File: config.mk
export PLATFORM = sky130hd
export DESIGN_NAME = multicycle_control_flat
export DESIGN_NICKNAME = d
export VERILOG_FILES = /design/src/rtl/multicycle_control_if.sv /design/src/rtl/multicycle_control.sv /design/src/flat_wrapper.sv
export SDC_FILE = /design/constraint.sdc
export NUM_CORES = 1
export LEC_CHECK = 0
export CAP_MARGIN = 20
export CORE_MARGIN = 3
export CORE_UTILIZATION = 56
export CTS_BUF_LIST = sky130_fd_sc_hd__clkbuf_8
export DETAILED_ROUTE_END_ITERATION = 16
export GPL_TIMING_DRIVEN = 1
export PLACE_DENSITY = 0.95
export SETUP_SLACK_MARGIN = 0.15
export SYNTH_ARGS = -nofsm -noshare
export SYNTH_HDL_FRONTEND = slang
export SYNTH_SLANG_ARGS = --single-unit
File: constraint.sdc
create_clock -name clk -period 2.9 [get_ports clk]
set_clock_uncertainty 0.05 [all_clocks]
set_input_delay 0.725 -clock clk [delete_from_list [all_inputs] [get_ports clk]]
set_output_delay 0.725 -clock clk [all_outputs]
set_load 0.02 [all_outputs]
File: src/rtl/multicycle_control_if.sv
// Bundle of instruction fields, memory handshakes and control strobes that run
// between the multicycle controller and the datapath/memory side.
interface multicycle_control_if #(
    parameter int CNT_W = 32
);
    // Instruction register fields
    logic [6:0]       opcode;
    logic [2:0]       funct3;
    logic [6:0]       funct7;

    // Memory handshakes
    logic             imem_req;
    logic             imem_ack;
    logic             dmem_req;
    logic             dmem_ack;

    // Datapath strobes
    logic             ir_ld;
    logic             pc_wr;
    logic             RuWr;
    logic             DMWr;

    // Datapath selects, latched once per instruction
    logic             AluASrc;
    logic             AluBSrc;
    logic [2:0]       ImmSrc;
    logic [3:0]       ALUOp;
    logic [4:0]       BrOp;
    logic [2:0]       DMCtrl;
    logic [1:0]       RUDataWrSrc;

    // Status
    logic [CNT_W-1:0] retired;
    logic             trap;
    logic [1:0]       trap_cause;

    // Datapath / memory side
    modport master (
        output opcode, funct3, funct7, imem_ack, dmem_ack,
        input  imem_req, dmem_req, ir_ld, pc_wr, RuWr, DMWr,
               AluASrc, AluBSrc, ImmSrc, ALUOp, BrOp, DMCtrl, RUDataWrSrc,
               retired, trap, trap_cause
    );

    // Controller side
    modport slave (
        input  opcode, funct3, funct7, imem_ack, dmem_ack,
        output imem_req, dmem_req, ir_ld, pc_wr, RuWr, DMWr,
               AluASrc, AluBSrc, ImmSrc, ALUOp, BrOp, DMCtrl, RUDataWrSrc,
               retired, trap, trap_cause
    );
endinterface

File: src/rtl/multicycle_control.sv
// Multicycle RV32I control unit: FETCH -> DECODE -> EXEC -> (MEM) -> WB with
// handshake timeouts, illegal-instruction detection, a sticky trap state and a
// retired-instruction counter. Datapath selects are decoded from the
// instruction register and latched on the DECODE->EXEC transition.
module multicycle_control #(
    parameter int TIMEOUT  = 15,
    parameter int CNT_W    = 32,
    parameter bit EN_UTYPE = 1'b1
) (
    input  logic                 clk,
    input  logic                 rst_n,
    multicycle_control_if.slave  bus
);

    localparam logic [6:0] OP_R      = 7'b0110011;
    localparam logic [6:0] OP_I      = 7'b0010011;
    localparam logic [6:0] OP_LOAD   = 7'b0000011;
    localparam logic [6:0] OP_STORE  = 7'b0100011;
    localparam logic [6:0] OP_BRANCH = 7'b1100011;
    localparam logic [6:0] OP_JAL    = 7'b1101111;
    localparam logic [6:0] OP_JALR   = 7'b1100111;
    localparam logic [6:0] OP_LUI    = 7'b0110111;
    localparam logic [6:0] OP_AUIPC  = 7'b0010111;

    localparam logic [6:0] F7_ZERO   = 7'b0000000;
    localparam logic [6:0] F7_ALT    = 7'b0100000;

    localparam logic [2:0] IMM_I     = 3'b000;
    localparam logic [2:0] IMM_S     = 3'b001;
    localparam logic [2:0] IMM_U     = 3'b010;
    localparam logic [2:0] IMM_B     = 3'b101;
    localparam logic [2:0] IMM_J     = 3'b110;

    localparam logic [1:0] WR_ALU    = 2'b00;
    localparam logic [1:0] WR_DM     = 2'b01;
    localparam logic [1:0] WR_PC4    = 2'b10;

    localparam logic [1:0] CAUSE_ILLEGAL = 2'b01;
    localparam logic [1:0] CAUSE_TIMEOUT = 2'b10;

    // Wait counter only needs to reach TIMEOUT-1: the TIMEOUT-th idle cycle traps
    localparam int              WAIT_W    = (TIMEOUT > 1) ? $clog2(TIMEOUT) : 1;
    localparam logic [WAIT_W-1:0] WAIT_LAST = WAIT_W'(TIMEOUT - 1);

    typedef enum logic [2:0] {
        FETCH  = 3'd0,
        DECODE = 3'd1,
        EXEC   = 3'd2,
        MEM    = 3'd3,
        WB     = 3'd4,
        TRAP   = 3'd5
    } state_t;

    state_t            state_reg;
    logic [WAIT_W-1:0] wait_cnt_reg;
    logic [CNT_W-1:0]  retired_reg;
    logic              trap_reg;
    logic [1:0]        trap_cause_reg;

    logic              imem_req_reg;
    logic              dmem_req_reg;
    logic              pc_wr_reg;
    logic              ru_wr_reg;
    logic              dm_wr_reg;

    logic              alu_a_src_reg;
    logic              alu_b_src_reg;
    logic [2:0]        imm_src_reg;
    logic [3:0]        alu_op_reg;
    logic [4:0]        br_op_reg;
    logic [2:0]        dm_ctrl_reg;
    logic [1:0]        wr_src_reg;

    // Per-instruction sequencing flags captured alongside the selects
    logic              mem_op_reg;
    logic              store_op_reg;
    logic              wb_write_reg;

    logic              dec_legal;
    logic              dec_a_src;
    logic              dec_b_src;
    logic [2:0]        dec_imm_src;
    logic [3:0]        dec_alu_op;
    logic [4:0]        dec_br_op;
    logic [2:0]        dec_dm_ctrl;
    logic [1:0]        dec_wr_src;
    logic              dec_wb_write;
    logic              dec_mem_op;
    logic              dec_store_op;

    logic              fetch_done;

    // Instruction decode of the current IR fields into selects and legality
    always_comb begin
        dec_legal    = 1'b0;
        dec_a_src    = 1'b0;
        dec_b_src    = 1'b0;
        dec_imm_src  = IMM_I;
        dec_alu_op   = 4'b0000;
        dec_br_op    = 5'b00000;
        dec_dm_ctrl  = 3'b000;
        dec_wr_src   = WR_ALU;
        dec_wb_write = 1'b0;
        dec_mem_op   = 1'b0;
        dec_store_op = 1'b0;
        case (bus.opcode)
            OP_R: begin
                dec_wb_write = 1'b1;
                dec_alu_op   = {bus.funct7[5], bus.funct3};
                dec_legal    = (bus.funct7 == F7_ZERO) ||
                               ((bus.funct7 == F7_ALT) &&
                                ((bus.funct3 == 3'b000) || (bus.funct3 == 3'b101)));
            end
            OP_I: begin
                dec_b_src    = 1'b1;
                dec_wb_write = 1'b1;
                dec_alu_op   = {(bus.funct3 == 3'b101) ? bus.funct7[5] : 1'b0, bus.funct3};
                case (bus.funct3)
                    3'b001:  dec_legal = (bus.funct7 == F7_ZERO);
                    3'b101:  dec_legal = (bus.funct7 == F7_ZERO) || (bus.funct7 == F7_ALT);
                    default: dec_legal = 1'b1;
                endcase
            end
            OP_LOAD: begin
                dec_b_src    = 1'b1;
                dec_wb_write = 1'b1;
                dec_mem_op   = 1'b1;
                dec_dm_ctrl  = bus.funct3;
                dec_wr_src   = WR_DM;
                dec_legal    = !(bus.funct3 inside {3'b011, 3'b110, 3'b111});
            end
            OP_STORE: begin
                dec_b_src    = 1'b1;
                dec_imm_src  = IMM_S;
                dec_mem_op   = 1'b1;
                dec_store_op = 1'b1;
                dec_dm_ctrl  = bus.funct3;
                dec_legal    = (bus.funct3 <= 3'b010);
            end
            OP_BRANCH: begin
                dec_a_src    = 1'b1;
                dec_b_src    = 1'b1;
                dec_imm_src  = IMM_B;
                dec_br_op    = {2'b01, bus.funct3};
                dec_legal    = !(bus.funct3 inside {3'b010, 3'b011});
            end
            OP_JAL: begin
                dec_a_src    = 1'b1;
                dec_b_src    = 1'b1;
                dec_imm_src  = IMM_J;
                dec_br_op    = 5'b10000;
                dec_wr_src   = WR_PC4;
                dec_wb_write = 1'b1;
                dec_legal    = 1'b1;
            end
            OP_JALR: begin
                dec_b_src    = 1'b1;
                dec_imm_src  = IMM_I;
                dec_br_op    = 5'b10000;
                dec_wr_src   = WR_PC4;
                dec_wb_write = 1'b1;
                dec_legal    = (bus.funct3 == 3'b000);
            end
            OP_LUI: begin
                dec_b_src    = 1'b1;
                dec_imm_src  = IMM_U;
                dec_alu_op   = 4'b1111;
                dec_wb_write = 1'b1;
                dec_legal    = EN_UTYPE;
            end
            OP_AUIPC: begin
                dec_a_src    = 1'b1;
                dec_b_src    = 1'b1;
                dec_imm_src  = IMM_U;
                dec_wb_write = 1'b1;
                dec_legal    = EN_UTYPE;
            end
            default: dec_legal = 1'b0;
        endcase
    end

    // A fetch completes only while the request is actually being presented
    assign fetch_done = (state_reg == FETCH) && imem_req_reg && bus.imem_ack;

    // Control FSM with registered strobes, latched selects and status
    always_ff @(posedge clk or negedge rst_n) begin
        if (!rst_n) begin
            state_reg      <= FETCH;
            wait_cnt_reg   <= '0;
            retired_reg    <= '0;
            trap_reg       <= 1'b0;
            trap_cause_reg <= 2'b00;
            imem_req_reg   <= 1'b0;
            dmem_req_reg   <= 1'b0;
            pc_wr_reg      <= 1'b0;
            ru_wr_reg      <= 1'b0;
            dm_wr_reg      <= 1'b0;
            alu_a_src_reg  <= 1'b0;
            alu_b_src_reg  <= 1'b0;
            imm_src_reg    <= 3'b000;
            alu_op_reg     <= 4'b0000;
            br_op_reg      <= 5'b00000;
            dm_ctrl_reg    <= 3'b000;
            wr_src_reg     <= 2'b00;
            mem_op_reg     <= 1'b0;
            store_op_reg   <= 1'b0;
            wb_write_reg   <= 1'b0;
        end else begin
            case (state_reg)
                FETCH: begin
                    imem_req_reg <= 1'b1;
                    if (fetch_done) begin
                        // Ack wins even on the cycle the counter would expire
                        imem_req_reg <= 1'b0;
                        wait_cnt_reg <= '0;
                        state_reg    <= DECODE;
                    end else if (imem_req_reg) begin
                        if (wait_cnt_reg == WAIT_LAST) begin
                            imem_req_reg   <= 1'b0;
                            wait_cnt_reg   <= '0;
                            trap_reg       <= 1'b1;
                            trap_cause_reg <= CAUSE_TIMEOUT;
                            state_reg      <= TRAP;
                        end else begin
                            wait_cnt_reg <= wait_cnt_reg + WAIT_W'(1);
                        end
                    end
                end
                DECODE: begin
                    if (!dec_legal) begin
                        trap_reg       <= 1'b1;
                        trap_cause_reg <= CAUSE_ILLEGAL;
                        state_reg      <= TRAP;
                    end else begin
                        alu_a_src_reg <= dec_a_src;
                        alu_b_src_reg <= dec_b_src;
                        imm_src_reg   <= dec_imm_src;
                        alu_op_reg    <= dec_alu_op;
                        br_op_reg     <= dec_br_op;
                        dm_ctrl_reg   <= dec_dm_ctrl;
                        wr_src_reg    <= dec_wr_src;
                        mem_op_reg    <= dec_mem_op;
                        store_op_reg  <= dec_store_op;
                        wb_write_reg  <= dec_wb_write;
                        state_reg     <= EXEC;
                    end
                end
                EXEC: begin
                    if (mem_op_reg) begin
                        dmem_req_reg <= 1'b1;
                        dm_wr_reg    <= store_op_reg;
                        state_reg    <= MEM;
                    end else begin
                        pc_wr_reg <= 1'b1;
                        ru_wr_reg <= wb_write_reg;
                        state_reg <= WB;
                    end
                end
                MEM: begin
                    if (bus.dmem_ack) begin
                        dmem_req_reg <= 1'b0;
                        dm_wr_reg    <= 1'b0;
                        wait_cnt_reg <= '0;
                        pc_wr_reg    <= 1'b1;
                        ru_wr_reg    <= wb_write_reg;
                        state_reg    <= WB;
                    end else if (wait_cnt_reg == WAIT_LAST) begin
                        dmem_req_reg   <= 1'b0;
                        dm_wr_reg      <= 1'b0;
                        wait_cnt_reg   <= '0;
                        trap_reg       <= 1'b1;
                        trap_cause_reg <= CAUSE_TIMEOUT;
                        state_reg      <= TRAP;
                    end else begin
                        wait_cnt_reg <= wait_cnt_reg + WAIT_W'(1);
                    end
                end
                WB: begin
                    pc_wr_reg    <= 1'b0;
                    ru_wr_reg    <= 1'b0;
                    retired_reg  <= retired_reg + CNT_W'(1);
                    imem_req_reg <= 1'b1;
                    state_reg    <= FETCH;
                end
                TRAP: begin
                    // Sticky until reset; every strobe stays low
                    imem_req_reg <= 1'b0;
                    dmem_req_reg <= 1'b0;
                    pc_wr_reg    <= 1'b0;
                    ru_wr_reg    <= 1'b0;
                    dm_wr_reg    <= 1'b0;
                end
                default: begin
                    state_reg <= TRAP;
                end
            endcase
        end
    end

    assign bus.imem_req    = imem_req_reg;
    assign bus.dmem_req    = dmem_req_reg;
    assign bus.ir_ld       = fetch_done;
    assign bus.pc_wr       = pc_wr_reg;
    assign bus.RuWr        = ru_wr_reg;
    assign bus.DMWr        = dm_wr_reg;
    assign bus.AluASrc     = alu_a_src_reg;
    assign bus.AluBSrc     = alu_b_src_reg;
    assign bus.ImmSrc      = imm_src_reg;
    assign bus.ALUOp       = alu_op_reg;
    assign bus.BrOp        = br_op_reg;
    assign bus.DMCtrl      = dm_ctrl_reg;
    assign bus.RUDataWrSrc = wr_src_reg;
    assign bus.retired     = retired_reg;
    assign bus.trap        = trap_reg;
    assign bus.trap_cause  = trap_cause_reg;

endmodule

File: src/flat_wrapper.sv
// flat-port wrapper written by rule: the top's interface ports become plain ports
module multicycle_control_flat 
#(
    parameter int TIMEOUT  = 15,
    parameter int CNT_W    = 32,
    parameter bit EN_UTYPE = 1'b1
)
  (clk, rst_n, bus_opcode, bus_funct3, bus_funct7, bus_imem_ack, bus_dmem_ack, bus_imem_req, bus_dmem_req, bus_ir_ld, bus_pc_wr, bus_RuWr, bus_DMWr, bus_AluASrc, bus_AluBSrc, bus_ImmSrc, bus_ALUOp, bus_BrOp, bus_DMCtrl, bus_RUDataWrSrc, bus_retired, bus_trap, bus_trap_cause);
  multicycle_control_if #(.CNT_W(CNT_W)) bus_i ();
  input  logic clk;
  input  logic rst_n;
  input wire logic [$bits(bus_i.opcode)-1:0] bus_opcode;
  input wire logic [$bits(bus_i.funct3)-1:0] bus_funct3;
  input wire logic [$bits(bus_i.funct7)-1:0] bus_funct7;
  input wire logic [$bits(bus_i.imem_ack)-1:0] bus_imem_ack;
  input wire logic [$bits(bus_i.dmem_ack)-1:0] bus_dmem_ack;
  output wire logic [$bits(bus_i.imem_req)-1:0] bus_imem_req;
  output wire logic [$bits(bus_i.dmem_req)-1:0] bus_dmem_req;
  output wire logic [$bits(bus_i.ir_ld)-1:0] bus_ir_ld;
  output wire logic [$bits(bus_i.pc_wr)-1:0] bus_pc_wr;
  output wire logic [$bits(bus_i.RuWr)-1:0] bus_RuWr;
  output wire logic [$bits(bus_i.DMWr)-1:0] bus_DMWr;
  output wire logic [$bits(bus_i.AluASrc)-1:0] bus_AluASrc;
  output wire logic [$bits(bus_i.AluBSrc)-1:0] bus_AluBSrc;
  output wire logic [$bits(bus_i.ImmSrc)-1:0] bus_ImmSrc;
  output wire logic [$bits(bus_i.ALUOp)-1:0] bus_ALUOp;
  output wire logic [$bits(bus_i.BrOp)-1:0] bus_BrOp;
  output wire logic [$bits(bus_i.DMCtrl)-1:0] bus_DMCtrl;
  output wire logic [$bits(bus_i.RUDataWrSrc)-1:0] bus_RUDataWrSrc;
  output wire logic [$bits(bus_i.retired)-1:0] bus_retired;
  output wire logic [$bits(bus_i.trap)-1:0] bus_trap;
  output wire logic [$bits(bus_i.trap_cause)-1:0] bus_trap_cause;
  assign bus_i.opcode = bus_opcode;
  assign bus_i.funct3 = bus_funct3;
  assign bus_i.funct7 = bus_funct7;
  assign bus_i.imem_ack = bus_imem_ack;
  assign bus_i.dmem_ack = bus_dmem_ack;
  assign bus_imem_req = bus_i.imem_req;
  assign bus_dmem_req = bus_i.dmem_req;
  assign bus_ir_ld = bus_i.ir_ld;
  assign bus_pc_wr = bus_i.pc_wr;
  assign bus_RuWr = bus_i.RuWr;
  assign bus_DMWr = bus_i.DMWr;
  assign bus_AluASrc = bus_i.AluASrc;
  assign bus_AluBSrc = bus_i.AluBSrc;
  assign bus_ImmSrc = bus_i.ImmSrc;
  assign bus_ALUOp = bus_i.ALUOp;
  assign bus_BrOp = bus_i.BrOp;
  assign bus_DMCtrl = bus_i.DMCtrl;
  assign bus_RUDataWrSrc = bus_i.RUDataWrSrc;
  assign bus_retired = bus_i.retired;
  assign bus_trap = bus_i.trap;
  assign bus_trap_cause = bus_i.trap_cause;
  multicycle_control #(.TIMEOUT(TIMEOUT), .CNT_W(CNT_W), .EN_UTYPE(EN_UTYPE)) u_core (.clk(clk), .rst_n(rst_n), .bus(bus_i));
endmodule
After elaboration in Yosys (flattened, before gate mapping) --
Cells that the tools add are included. Widths: inputs -> output; s select.
Cells by class: add/sub/neg operators 2, order comparisons 1, equal/unequal tests 31, mux-type cells 53, bitwise operators 1, reduce and logical (&&, ||, !) cells 32
Operators by type and width (number):
- $add 32x1->32 const B | 1
- $eq 7x6->1 const B | 4
- $mux 1 | 22
- $eq 7x7->1 const B | 3
- $mux 3 | 7
- $pmux 1 s3 | 6
- $pmux 3 s6 | 1
- $mux 4 | 4
- $eq 3x3->1 const B | 5
- $reduce_bool 3->1 | 5
- $eq 7x5->1 const B | 2
- $eq 3x2->1 const B | 4
- $pmux 3 s4 | 1
- $pmux 4 s3 | 1
- $mux 2 | 5
- $ne 2x2->1 const B | 5
- $pmux 5 s2 | 1
- $pmux 4 s2 | 1
- $reduce_or 2->1 | 4
- $reduce_or 8->1 | 1
- $eq 7x2->1 const B | 1
- $logic_not 7->1 | 1
- $pmux 1 s7 | 1
- $reduce_or 7->1 | 1
- 19 further kinds | 33
Word-level totals: register bits 69, output and inout port bits 60

Depth between registers and ports, before layout --
Gate-level depths: netlist (run 1).
word-level depth 7, mapped depth 8

Worst setup path before layout (run 1) --
No wires, ideal clock.
path kind input to register, start point input bus_funct7[1], end point register u_core.alu_a_src_reg, in the netlist u_core.bus.AluASrc, setup time 0.127 ns, arrival 2.383 ns, slack 0.339 ns, cell stages on the path 6, path buffers 1, cell sequence or4_1 o32ai_1 nand4_1 a21oi_4 buf_8 mux2_1
On the way: word-level cells in the longest chain between the ends 5, elaborated cells between the ends (all ways) 8
RTL lines:
- start, declared | line flat_wrapper.sv:14 | input wire logic [$bits(bus_i.funct7)-1:0] bus_funct7;
- $eq 7x6->1 or $logic_not 7->1 (tied branches)
- $logic_or 1x1->1 or $logic_and 1x1->1 (tied branches) | line multicycle_control.sv:120, multicycle_control.sv:111
- $pmux 1 s2 or $logic_or 1x1->1 (tied branches) | line multicycle_control.sv:118, multicycle_control.sv:110
- $pmux 1 s7 * | line multicycle_control.sv:106 | case (bus.opcode)
- $reduce_and 2->1 (no source line) *
- end signal, assigned | line multicycle_control.sv:235 | alu_a_src_reg <= dec_a_src;
- end, declared | line multicycle_control.sv:66 | logic alu_a_src_reg;
Every way passes the cells marked *; elsewhere a longest branch is shown, timed or not. A chain may end at the register's enable or synchronous reset.

Final worst setup path (run 1) --
start point input bus_imem_ack, end point output bus_ir_ld
On the way: word-level cells in the longest chain between the ends 1
RTL lines:
- start, declared | line flat_wrapper.sv:15 | input wire logic [$bits(bus_i.imem_ack)-1:0] bus_imem_ack;
- $logic_and 1x1->1 | line multicycle_control.sv:183 | assign fetch_done = (state_reg == FETCH) && imem_req_reg && bus.imem_ack;
- end, declared | line flat_wrapper.sv:19 | output wire logic [$bits(bus_i.ir_ld)-1:0] bus_ir_ld;
Every way passes these cells.

==> impl_metrics.env, run 1 <==
export IMPL_outcome="complete, no violations"
export IMPL_stdcell_count=518
export IMPL_clock_latency_ns=0.34
export IMPL_cp_cell_sequence="clkdlybuf4s50_1 > nor4b_1 > dlygate4sd2_1"
export IMPL_cts_buffers=9
export IMPL_cts_buffer_depth=2
export IMPL_reg2reg_depth=5
export IMPL_synth_nets=364
export IMPL_fin_worst_hold_slack_ns=0.450
export IMPL_diodes=0
export IMPL_cap_viol_max_count=0
export IMPL_crit_fanout=2
export IMPL_coreArea_mm2=0.00596
export IMPL_synth_top_cell_area_share_pct=49.0
export IMPL_crit_path_top_delay_cell="clkdlybuf4s50_1"
export IMPL_required_ns=2.12
export IMPL_synth_cell_types=58
export IMPL_rsz0062_at_grt="false"
export IMPL_portBuffers=80
export IMPL_holdBufCountCts=0
export IMPL_grt_ovfl_total=0
export IMPL_dpl_cell_count=501
export IMPL_syn_area_mm2=0.00347
export IMPL_grt_pass1_wl_mm=13.8
export IMPL_max_slew_worst_pin_slew_ns=0.819
export IMPL_dieArea_mm2=0.00719
export IMPL_fp_dieW_um=84.8
export IMPL_start_util_pct=58.3
export IMPL_drtPass1Iterations=5
export IMPL_grt_max_degree=69
export IMPL_largest_reg_flops=32
export IMPL_synth_seq_cells=68
export IMPL_num_vias=2932
export IMPL_critPathKind="input pin to output pin"
export IMPL_cts_reportedPaths_clkPinSlew_ns=0.07
export IMPL_max_vdd_ir_drop_mv=0.533
export IMPL_synth_area_leader_cell="dfrtp_1"
export IMPL_hpwl_mm=5.85
export IMPL_ys_seq_area_share_pct=49.0
export IMPL_setup_viol=0
export IMPL_max_stage_delay_ns=0.48
export IMPL_fin_nets=462
export IMPL_synth_flop_cell="dfrtp_1"
export IMPL_cts_root_buf="clkbuf_8"
export IMPL_clock_sinks=68
export IMPL_fin_area_mm2=0.00465
export IMPL_yosysWarnings=0
export IMPL_hold_class="flip-flop to flip-flop"
export IMPL_async_flop_share_pct=100
export IMPL_ant_nets=0
export IMPL_io_pin_count=81
export IMPL_startpoint_type="input pin"
export IMPL_drt_iter0_markers=206
export IMPL_p_leak_nw=2.04
export IMPL_synthCells=340
export IMPL_slew_headroom_pct=45.4
export IMPL_fp_row_count=28
export IMPL_track_usage_pct=23.9
export IMPL_fillers=386
export IMPL_route_detailed_drc=0
export IMPL_wl_mm=8.22
export IMPL_postPlaceCellArea_mm2=0.00444
export IMPL_finalSetupTns_ns=0
export IMPL_drv_slew=0
export IMPL_gp_congestion=0.900
export IMPL_syn2layout_area_growth_pct=34.0
export IMPL_min_period_over_period_pct=92.3
export IMPL_htreeDepth=3
export IMPL_ys_top_cells_by_area="dfrtp_1 (49%), xnor2_1 (6.0%), mux2i_1 (4.0%)"
export IMPL_via_per_inst=5.66
export IMPL_die_h_um=84.8
export IMPL_hold_depth=2
export IMPL_hold_viol=0
export IMPL_p_total_mw=3.12
export IMPL_p_per_area_mw_per_mm2=671
export IMPL_antenna_found_initial=0
export IMPL_synth_edff_count=0
export IMPL_arrival_ns=1.90
export IMPL_period_minus_slack_ns=2.68
export IMPL_cts_tree="done"
export IMPL_grt_pass1_vias=2941
export IMPL_wl_per_cell_um=15.9
export IMPL_max_clock_freq_mhz=374
export IMPL_avgSynthCellArea_um2=10.2
export IMPL_drive_above_1_share_pct=11.5
export IMPL_end_kind="output pin"
-- path summary, 6_finish.rpt --
kind                                                  from                                  to  slack (ns)
max in group asynchronous                            rst_n     u_core.wb_write_reg$_DFFE_PN0P_        1.75
min reg2reg                    u_core.bus.trap$_DFFE_PN0P_         u_core.bus.trap$_DFFE_PN0P_        0.45
max                                           bus_imem_ack                           bus_ir_ld        0.22
max reg2reg                u_core.state_reg[0]$_DFFE_PN0P_  u_core.bus.retired[26]$_DFFE_PN0P_        0.55
min                            u_core.bus.trap$_DFFE_PN0P_         u_core.bus.trap$_DFFE_PN0P_        0.45
min in group asynchronous                            rst_n  u_core.wait_cnt_reg[0]$_DFFE_PN0P_        0.52
-- per-stage QoR --
stage          utilization [%]  worst slack, ns
5_1_grt                   78.2            0.168
6_report                  78.2            0.224
3_3_place_gp              74.5          -0.0499
3_5_place_dp              74.5          -0.0976
4_1_cts                   77.9            0.220
2_1_floorplan                -            0.339
-- Yosys cell counts, drive strengths merged, types with 4 or more instances --
cell type / count
mux2: 8
nor2b: 6
and4: 4
dfrtp: 68
nand2: 36
clkbuf: 9
nand3b: 4
xnor2: 24
nand4: 7
buf: 6
xor2: 8
and3: 9
mux2i: 14
o21ai: 14
inv: 18
a21oi: 16
nand3: 14
nand2b: 7
nor2: 15
nor3: 4
and2: 6
a21o: 4
-- metal layers --
layer  track usage [%]  vias up  wire length [µm]
met5                 0        -                 0
met4              8.78        0               164
met3              3.53       16               468
met2              39.4      125              4060
met1              32.2     1418              3530
li1                  -     1373                 -
-- cell type report --
class | count | area, µm² | share of cell area, %
flip-flops and latches | 68 | 1700 | 36.6
repair buffers | 102 | 960 | 20.6
well taps | 75 | 93.8 | 2.02
multi-input cells | 239 | 1630 | 35.0
clock buffers | 10 | 138 | 2.96
inverters | 18 | 67.6 | 1.45
clock inverters | 6 | 63.8 | 1.37
-- logic make-up after synthesis --
logic type      share of synthesized area, %
flops                                   49.0
fa+ha+maj                               1.08
xor+xnor                                8.07
compound gates                          10.9
buf+inv                                 4.32
mux                                     6.95
simple gates                            19.7
-- critical path: cells and delay by family --
family | cells | cell delay, ns
buffers and inverters | 2 | 0.87
AND/OR/NAND/NOR | 1 | 0.30
-- layout by cell type (no fill, tap or decap), types with 2 or more instances in the layout --
| master | instances |
|---|---|
| a21o_1 | 4 |
| a21oi_1 | 15 |
| a22oi_1 | 2 |
| a41oi_1 | 2 |
| and2_1 | 5 |
| and3_1 | 9 |
| and4_1 | 4 |
| buf_4 | 22 |
| clkbuf_8 | 10 |
| clkdlybuf4s50_1 | 78 |
| clkinv_2 | 2 |
| clkinvlp_4 | 2 |
| dfrtp_1 | 68 |
| ha_1 | 3 |
| inv_1 | 18 |
| mux2_1 | 4 |
| mux2_4 | 3 |
| mux2i_1 | 14 |
| nand2_1 | 36 |
| nand2b_1 | 7 |
| nand3_1 | 14 |
| nand3b_1 | 4 |
| nand4_1 | 7 |
| nor2_1 | 15 |
| nor2b_1 | 6 |
| nor3_1 | 4 |
| nor3b_1 | 2 |
| o21a_1 | 2 |
| o21ai_0 | 14 |
| o21bai_1 | 2 |
| o31ai_1 | 3 |
| xnor2_1 | 24 |
| xor2_1 | 8 |
-- power by group --
group / total (mW) / switching [mW] / internal (mW)
combinational: 1.02 / 0.536 / 0.484
sequential: 1.32 / 0.189 / 1.13
clock: 0.783 / 0.364 / 0.419
-- repair_timing --
action	in CTS	in global routing
resized for setup	1	1
pin swaps	0	1
setup endpoints to repair	1	7
setup buffers	0	1
No activity file was read; power rests on OpenSTA's default activity.
==> run 2, diff against run 1 <==
--- a/config.mk
+++ b/config.mk
@@ -11,7 +11,7 @@
 export CTS_BUF_LIST = sky130_fd_sc_hd__clkbuf_8
 export DETAILED_ROUTE_END_ITERATION = 16
 export GPL_TIMING_DRIVEN = 1
-export PLACE_DENSITY = 0.95
+export PLACE_DENSITY = 0.88
 export SETUP_SLACK_MARGIN = 0.15
 export SYNTH_ARGS = -nofsm -noshare
 export SYNTH_HDL_FRONTEND = slang
==> run 2 against run 1 <==
Net effect:
- global-route usage grew 0.94 points
- clock-buffer cell count unchanged
- design area is 0.94% higher
- first-iteration DRC count down 14%
- flip-flop and latch count unchanged
- non-clock buffer count up 2
- critical endpoint unchanged
==> impl_metrics.env, run 2 (synthesis gave the netlist of run 1 again) <==
export IMPL_outcome="complete, no violations"
export IMPL_fin_area_mm2=0.00470
export IMPL_p_leak_nw=2.07
export IMPL_max_clock_freq_mhz=377
export IMPL_postLayoutCoreUtil_pct=78.9
export IMPL_dieArea_mm2=0.00719
export IMPL_track_usage_pct=24.8
export IMPL_grt_ovfl_total=0
export IMPL_arrival_ns=1.88
export IMPL_p_total_mw=3.28
export IMPL_end_kind="output pin"
export IMPL_setup_slack_ns=0.249
export IMPL_hold_viol=0
export IMPL_mostFrequentLayoutCells="clkdlybuf4s50_1 (78), dfrtp_1 (68), nand2_1 (36), xnor2_1 (24), buf_4 (24)"
export IMPL_wl_mm=8.24
export IMPL_grt_pass1_vias=2986
export IMPL_final_common_cell="clkdlybuf4s50_1"
export IMPL_cts_root_buf="clkbuf_8"
export IMPL_fillers=371
export IMPL_crit_fanout=2
export IMPL_postPlaceCellArea_mm2=0.00446
export IMPL_clock_latency_ns=0.34
export IMPL_cts_reportedPaths_clkPinSlew_ns=0.07
export IMPL_coreArea_mm2=0.00596
export IMPL_portBuffers=80
export IMPL_cts_tree="done"
export IMPL_max_vdd_ir_drop_mv=0.542
export IMPL_wl_per_cell_um=15.9
export IMPL_min_period_over_period_pct=91.4
export IMPL_reg2reg_depth=5
export IMPL_critPathKind="input pin to output pin"
export IMPL_p_per_area_mw_per_mm2=699
export IMPL_num_vias=2907
export IMPL_rsz0062_at_grt="false"
export IMPL_crit_path_top_delay_cell="clkdlybuf4s50_1"
export IMPL_fp_row_count=28
export IMPL_fp_dieW_um=84.8
export IMPL_period_minus_slack_ns=2.65
export IMPL_reg2reg_to="u_core.bus.retired[21]$_DFFE_PN0P_"
export IMPL_hpwl_mm=5.90
export IMPL_endpoint="bus_ir_ld"
export IMPL_cts_buffers=9
export IMPL_route_detailed_drc=0
export IMPL_die_h_um=84.8
export IMPL_dpl_cell_count=504
export IMPL_largest_reg_flops=32
export IMPL_via_per_inst=5.60
export IMPL_drive_above_1_share_pct=11.5
export IMPL_setup_viol=0
export IMPL_crit_start="bus_imem_ack"
export IMPL_start_util_pct=58.3
export IMPL_io_pin_count=81
export IMPL_syn2layout_area_growth_pct=35.2
export IMPL_cp_cell_sequence="clkdlybuf4s50_1 > nor4b_1 > dlygate4sd2_1"
export IMPL_hold_class="input pin to async pin"
export IMPL_holdBufCountCts=0
export IMPL_fin_nets=464
export IMPL_cts_buffer_depth=2
export IMPL_htreeDepth=3
export IMPL_clock_sinks=68
export IMPL_reg2reg_slack_ns=0.59
export IMPL_stdcell_count=519
export IMPL_drv_slew=0
export IMPL_grt_pass1_wl_mm=14.4
export IMPL_drtPass1Iterations=5
export IMPL_reg2reg_from="u_core.state_reg[0]$_DFFE_PN0P_"
export IMPL_pre_cts_slack_ns=-0.0796
export IMPL_diodes=0
export IMPL_drt_iter0_markers=177
export IMPL_antenna_found_initial=0
export IMPL_slew_headroom_pct=53.7
export IMPL_ant_nets=0
export IMPL_startpoint_type="input pin"
export IMPL_gp_congestion=0.897
export IMPL_cap_viol_max_count=0
export IMPL_max_slew_worst_pin_slew_ns=0.689
export IMPL_required_ns=2.12
export IMPL_grt_max_degree=28
export IMPL_max_stage_delay_ns=0.48
## run 2: cell types whose count changed in the layout (fill, tap and decap cells not counted), sizes merged
cell / change
bufinv: +2
buf: +2
clkinv: -1
clkinvlp: -2
## run 2: metal layers
metal | track usage (%) | wire (µm) | up-vias
li1 | - | - | 1382
met1 | 33.9 | 3670 | 1406
met2 | 39.5 | 3980 | 105
met3 | 5.10 | 433 | 14
met4 | 9.06 | 153 | 0
met5 | 0 | 0 | -
## run 2: timing repair
action                                  CTS  global route
gates resized for setup                   1             0
endpoints found under the setup margin    1             0
buffers inserted                          0             0
hold endpoints to repair                  0             0
## run 2: worst min path at each step
stage                                        from                                  to  cells after the start
2_1_floorplan                               rst_n     u_core.bus.ALUOp[0]$_DFFE_PN0P_                      0
3_3_place_gp   u_core.bus.retired[31]$_DFFE_PN0P_  u_core.bus.retired[31]$_DFFE_PN0P_                      1
3_5_place_dp          u_core.bus.trap$_DFFE_PN0P_         u_core.bus.trap$_DFFE_PN0P_                      2
4_1_cts                                     rst_n        u_core.bus.pc_wr$_DFFE_PN0P_                      1
5_1_grt                                     rst_n    u_core.bus.ImmSrc[0]$_DFFE_PN0P_                      1
6_report                                    rst_n      u_core.bus.AluBSrc$_DFFE_PN0P_                      1
## run 2: through the flow
| step | setup TNS (ns) | hold slack (ns) |
|---|---|---|
| after floorplan | 0 | 0.379 |
| after global placement | -0.155 | 0.411 |
| after detailed placement | -0.726 | 0.427 |
| after CTS | 0 | 0.302 |
| after global routing | 0 | 0.332 |
| final | 0 | 0.286 |
## run 2: layout make-up
class	count	area (µm²)	share of cell area, %
multi-input combinational	239	1620	34.5
inverter	18	67.6	1.44
sequential	68	1700	36.2
tap	75	93.8	2.00
clock buffer	10	138	2.93
timing repair buffer	104	975	20.7
clock inverter	5	100	2.13
## run 2: where the power goes
group / total [mW] / internal [mW] / switching [mW]
Combinational: 1.02 / 0.484 / 0.539
Clock: 0.941 / 0.587 / 0.354
Sequential: 1.32 / 1.13 / 0.188
## run 2: critical path: cells and delay by family
kind	cells	cell delay (ns)
buffers and inverters	2	0.87
and+or+nand+nor	1	0.27
